$ cat src/rtl/riscv_imem_port_arbiter.sv
// riscv_imem_port_arbiter: round-robin share of one I-mem port among NUM_REQ fetchers, in-order owner tags route rvalid back.
// Latency: zero-cycle combinational request/grant and rvalid/rdata forwarding; returns are matched to grants strictly in order.
// Backpressure: no mem_req while the tag FIFO is full; a stalled request locks its address until granted or dropped. IMEM_ARB_PERF_CNT_EN adds perf counters.
module riscv_imem_port_arbiter #(
    parameter int NUM_REQ     = 2,
    parameter int RDATA_WIDTH = 128,
    parameter int OUTST_L2    = 2
) (
    input  logic                     clk,
    input  logic                     rst_n,
    input  logic [NUM_REQ-1:0]       req_i,
    input  logic [NUM_REQ-1:0][31:0] addr_i,
    output logic [NUM_REQ-1:0]       gnt_o,
    output logic [NUM_REQ-1:0]       rvalid_o,
    output logic [RDATA_WIDTH-1:0]   rdata_o,
    output logic                     mem_req_o,
    output logic [31:0]              mem_addr_o,
    input  logic                     mem_gnt_i,
    input  logic                     mem_rvalid_i,
    input  logic [RDATA_WIDTH-1:0]   mem_rdata_i,
    output logic                     busy_o,
`ifdef IMEM_ARB_PERF_CNT_EN
    output logic [NUM_REQ-1:0][15:0] perf_gnt_cnt_o,
    output logic [15:0]              perf_stall_cnt_o,
`endif
    output logic                     err_o
);
    localparam int IDW   = $clog2(NUM_REQ);
    localparam int DEPTH = 1 << OUTST_L2;
    localparam logic [OUTST_L2:0] FULL_CNT = DEPTH[OUTST_L2:0];
    localparam logic [0:0] ARB  = 1'b0;
    localparam logic [0:0] HOLD = 1'b1;

    logic [0:0]          state;
    logic [IDW-1:0]      rr_ptr, lock_id, rr_sel, sel, head;
    logic                rr_vld, sel_vld, use_lock, full, empty, hs, pop;
    logic [IDW-1:0]      tag_mem [DEPTH];
    logic [OUTST_L2-1:0] wr_ptr, rd_ptr;
    logic [OUTST_L2:0]   count;

    function automatic logic [IDW-1:0] wrap_idx(input logic [IDW-1:0] base, input int off);
        int s;
        s = int'(base) + off;
        if (s >= NUM_REQ) s = s - NUM_REQ;
        return IDW'(s);
    endfunction

    // Walk downward so the lowest offset from rr_ptr wins.
    always_comb begin
        rr_sel = rr_ptr;
        rr_vld = 1'b0;
        for (int i = NUM_REQ - 1; i >= 0; i--) begin
            if (req_i[wrap_idx(rr_ptr, i)]) begin
                rr_sel = wrap_idx(rr_ptr, i);
                rr_vld = 1'b1;
            end
        end
    end

    // A dropped locked request falls back to round-robin in the same cycle.
    assign use_lock   = (state == HOLD) && req_i[lock_id];
    assign sel        = use_lock ? lock_id : rr_sel;
    assign sel_vld    = use_lock || rr_vld;
    assign full       = (count == FULL_CNT);
    assign empty      = (count == '0);
    assign mem_req_o  = sel_vld && !full;
    assign mem_addr_o = addr_i[sel] & 32'hFFFF_FFF0;
    assign hs         = mem_req_o && mem_gnt_i;
    assign pop        = mem_rvalid_i && !empty;
    assign head       = tag_mem[rd_ptr];
    assign rdata_o    = mem_rdata_i;
    assign busy_o     = !empty || mem_req_o;

    always_comb begin
        gnt_o         = '0;
        rvalid_o      = '0;
        gnt_o[sel]    = hs;
        rvalid_o[head] = pop;
    end

    always_ff @(posedge clk or negedge rst_n) begin
        if (!rst_n) begin
            state   <= ARB;
            rr_ptr  <= '0;
            lock_id <= '0;
            wr_ptr  <= '0;
            rd_ptr  <= '0;
            count   <= '0;
            err_o   <= 1'b0;
        end else begin
            if (!full) begin
                if (hs) begin
                    state  <= ARB;
                    rr_ptr <= wrap_idx(sel, 1);
                end else if (mem_req_o) begin
                    state   <= HOLD;
                    lock_id <= sel;
                end else begin
                    state <= ARB;
                end
            end
            if (hs)  wr_ptr <= wr_ptr + 1'b1;
            if (pop) rd_ptr <= rd_ptr + 1'b1;
            if (hs && !pop)      count <= count + 1'b1;
            else if (pop && !hs) count <= count - 1'b1;
            if (mem_rvalid_i && empty) err_o <= 1'b1;
        end
    end

    always_ff @(posedge clk) begin
        if (hs) tag_mem[wr_ptr] <= sel;
    end

`ifdef IMEM_ARB_PERF_CNT_EN
    always_ff @(posedge clk or negedge rst_n) begin
        if (!rst_n) begin
            perf_gnt_cnt_o   <= '0;
            perf_stall_cnt_o <= '0;
        end else begin
            if (hs && perf_gnt_cnt_o[sel] != 16'hFFFF)
                perf_gnt_cnt_o[sel] <= perf_gnt_cnt_o[sel] + 16'd1;
            if ((|req_i) && !hs && perf_stall_cnt_o != 16'hFFFF)
                perf_stall_cnt_o <= perf_stall_cnt_o + 16'd1;
        end
    end
`endif
endmodule

$ cat config.mk
export PLATFORM = sky130hd
export DESIGN_NAME = riscv_imem_port_arbiter
export DESIGN_NICKNAME = d
export VERILOG_FILES = /design/src/rtl/riscv_imem_port_arbiter.sv
export SDC_FILE = /design/constraint.sdc
export NUM_CORES = 1
export LEC_CHECK = 0
export CAP_MARGIN = 20
export CORE_AREA = 5 5 138 140
export DETAILED_ROUTE_END_ITERATION = 16
export DIE_AREA = 0 0 143 145
export DONT_BUFFER_PORTS = 1
export PLACE_DENSITY_LB_ADDON = 0.3
export SYNTH_ARGS = -nofsm -noshare
export SYNTH_HDL_FRONTEND = slang
export SYNTH_SLANG_ARGS = --single-unit
$ cat constraint.sdc
create_clock -name clk -period 2.3 [get_ports clk]
set_input_delay 0.575 -clock clk [delete_from_list [all_inputs] [get_ports clk]]
set_output_delay 0.575 -clock clk [all_outputs]
set_load 0.01 [all_outputs]
==> flow_summary.ini <==
[status]
status = complete, but fails checks
violations = setup timing

[routing]
routed_wl_um = 5314
vias = 864
via_per_inst = 2.642
top_layer = met4
drc = 0
ant_nets = 0
wl_met3_um = 1063
firstDrtPassIters = 2
wl_met1_um = 1173
wl_met2_um = 2923
wl_per_cell_um = 16.25
drt_iter0_drc = 22

[synth]
yosys.area_share.simple = 0.05686
synth_top_family_by_area = buffers and inverters
yosys-mux-area-fraction = 0.1864
synthDistinctLibCells = 25
ys_ff_latch = 15
synth_area_sq_mm = 0.002135
synth_compound_area_frac = 0.01934
synthAdderAreaFrac = 0.03869
ys_seq_area_frac = 0.1852
synthCells = 223
yosys-top-cells-area = buf_4 (46%), mux2_2 (16%), dfrtp_1 (13%)
avgSynthCellArea_sq_um = 9.572
yosysTopAreaCell = buf_4
ys_warn_count = 0
synth-xor-area-share = 0.02462
synth_top_area_frac = 0.4642

[clocking]
cts_setup_buffers = 0
cts_tree = yes
cts.sinks = 15
clock_latency_ns = 0.24
numCtsBuffers = 3
cts_max_level = 1
cts_buffer_depth = 2
clk_pin_slew_ns = 0.05
cts-root-buf = clkbuf_16

[setup_path]
arrival_ns = 1.75
crit_path_start_kind = flip-flop
path_cells = mux2_4 > a2bb2oi_4 > buf_12 > mux2_2
rr_worst_depth = 8
r2r_start = count[1]
cp_max_fo = 31
r2r-end = count[2]
crit_family = multiplexers
r2r_setup_slack_ns = 0.26
end_kind = output port
max_stage_delay_ns = 0.40
required_ns = 1.73
crit_slowest_cell = dfrtp_1
crit_type = reg -> out
critPathBufInv = 1

[timing]
skew_ns = 0.005580
slew_violations = 0
min_period_ns = 2.325
worst_slack_ns = -0.02550
max_clock_freq_mhz = 430.0
whs_ns = 0.02293
rsz0062_at_grt = true
period_share = 1.011
finalSetupViolations = 28
final-hold-violation-count = 0

[cells_and_area]
antenna_cells = 0
layout.nets = 303
area_delta_synth_final_pct = -28.72
most-common-layout-cells = mux2_2 (32), dfrtp_1 (11), and2_1 (6), nor2_1 (5), ha_1 (5)
final_common_cell = mux2_2
final_cell_count_no_fill = 327
drive_gt1_frac = 0.4388

[floorplan]
dieArea_sq_mm = 0.02074
start_util = 0.1205
fp.dieW_um = 143
io-pin-count = 365
num_rows = 49
core-area_sq_mm = 0.01772
die_y_um = 145

[power_and_ir_drop]
ir_drop_uv = 484.1
p_per_area_mw_per_mm2 = 1051
power.leakage_nw = 0.5187

[placed_design]
port_buffers = 0
hpwlAfterDp_um = 4757
dp.cells = 323
gp_congestion = 0.6991

[grt]
antenna_found_initial = 0
track_usage = 0.04719
overflow = 0
grt_pass1_vias = 990
grt_pass1_wl_um = 7424
grt_start_max_net_pins = 32

[min_path]
hold_class = in -> async

[flow_run]
maxCapViolCount = 0
[sequential cells by signal, indices dropped and copies added, names as in the netlist]
signal and flops:
count 3, err_o 1, lock_id 1, rd_ptr 2
rr_ptr 1, state 1, tag_mem 4, wr_ptr 2
[synth_stat cells (all sizes together)]
library cell	number
xor2	2
a21o	2
fa	1
nand2b	1
xnor2	4
nor3b	2
dfrtp	11
ha	5
nand3b	1
nor2b	1
buf	135
inv	4
nor2	5
edfxtp	4
and2	6
nor3	2
mux2	33
mux4	1
a2bb2oi	1
nand2	1
conb	1
[repair_timing]
| action | 4_1_cts | 5_1_grt |
|---|---|---|
| hold endpoints to repair | 0 | 0 |
| hold buffers | 0 | 0 |
| endpoints found under the setup margin | 29 | 29 |
| gates resized for setup | 2 | 0 |
[cells by family (layout without fill, tap and decap cells)]
group           after synthesis  after routing
simple gates                 19             19
buf+inv                     139             11
flops                        15             15
other cells                   1              4
xor+xnor                      6              6
mux                          34             34
fa+ha+maj                     6              6
compound gates                3              3
[where the power goes]
part	leakage, nW	switching, mW	internal, mW
combinational	0.318	0.374	0.398
clock	0.0382	0.102	0.234
sequential	0.163	0.0968	0.393
[through the flow]
| step | worst slack [ns] | util | TNS (ns) | instance area [sq um] | total power [mW] |
|---|---|---|---|---|---|
| floorplan | 0.2333 | - | 0 | 2146 | 1.383 |
| global placement | 0.1510 | 0.08142 | 0 | 1443 | 1.284 |
| detailed placement | 0.1529 | 0.08142 | 0 | 1443 | 1.290 |
| CTS | -0.04527 | 0.08587 | -0.8921 | 1521 | 1.638 |
| global route | -0.06774 | 0.08587 | -1.720 | 1521 | 1.715 |
| finish | -0.02550 | 0.08587 | -0.4730 | 1521 | 1.599 |
[worst max-delay path by stage]
stage,start,endpoint,slack (ns),depth (start not counted)
after floorplan,req_i[0],count[2],0.23,8
after global placement,req_i[1],mem_addr_o[8],0.15,4
after detailed placement,req_i[1],mem_addr_o[8],0.15,4
after CTS,state,mem_addr_o[8],-0.05,4
after global routing,state,mem_addr_o[13],-0.07,4
final,state,mem_addr_o[12],-0.03,4
[metal layers]
metal,vias up,global-route usage
met3,22,0.03817
met1,370,0.03202
li1,328,-
met5,-,0
met2,144,0.08976
met4,0,0.01949
[area by class of cell]
type / instances / area [sq um]
clock buffer: 4 / 78.83
fill: 2030 / 16200
inverter: 4 / 15.01
multi-input combinational: 72 / 710.7
sequential: 15 / 395.4
tap: 229 / 286.5
timing repair buffer: 3 / 35.03
Power figures use the tool's default switching activity.
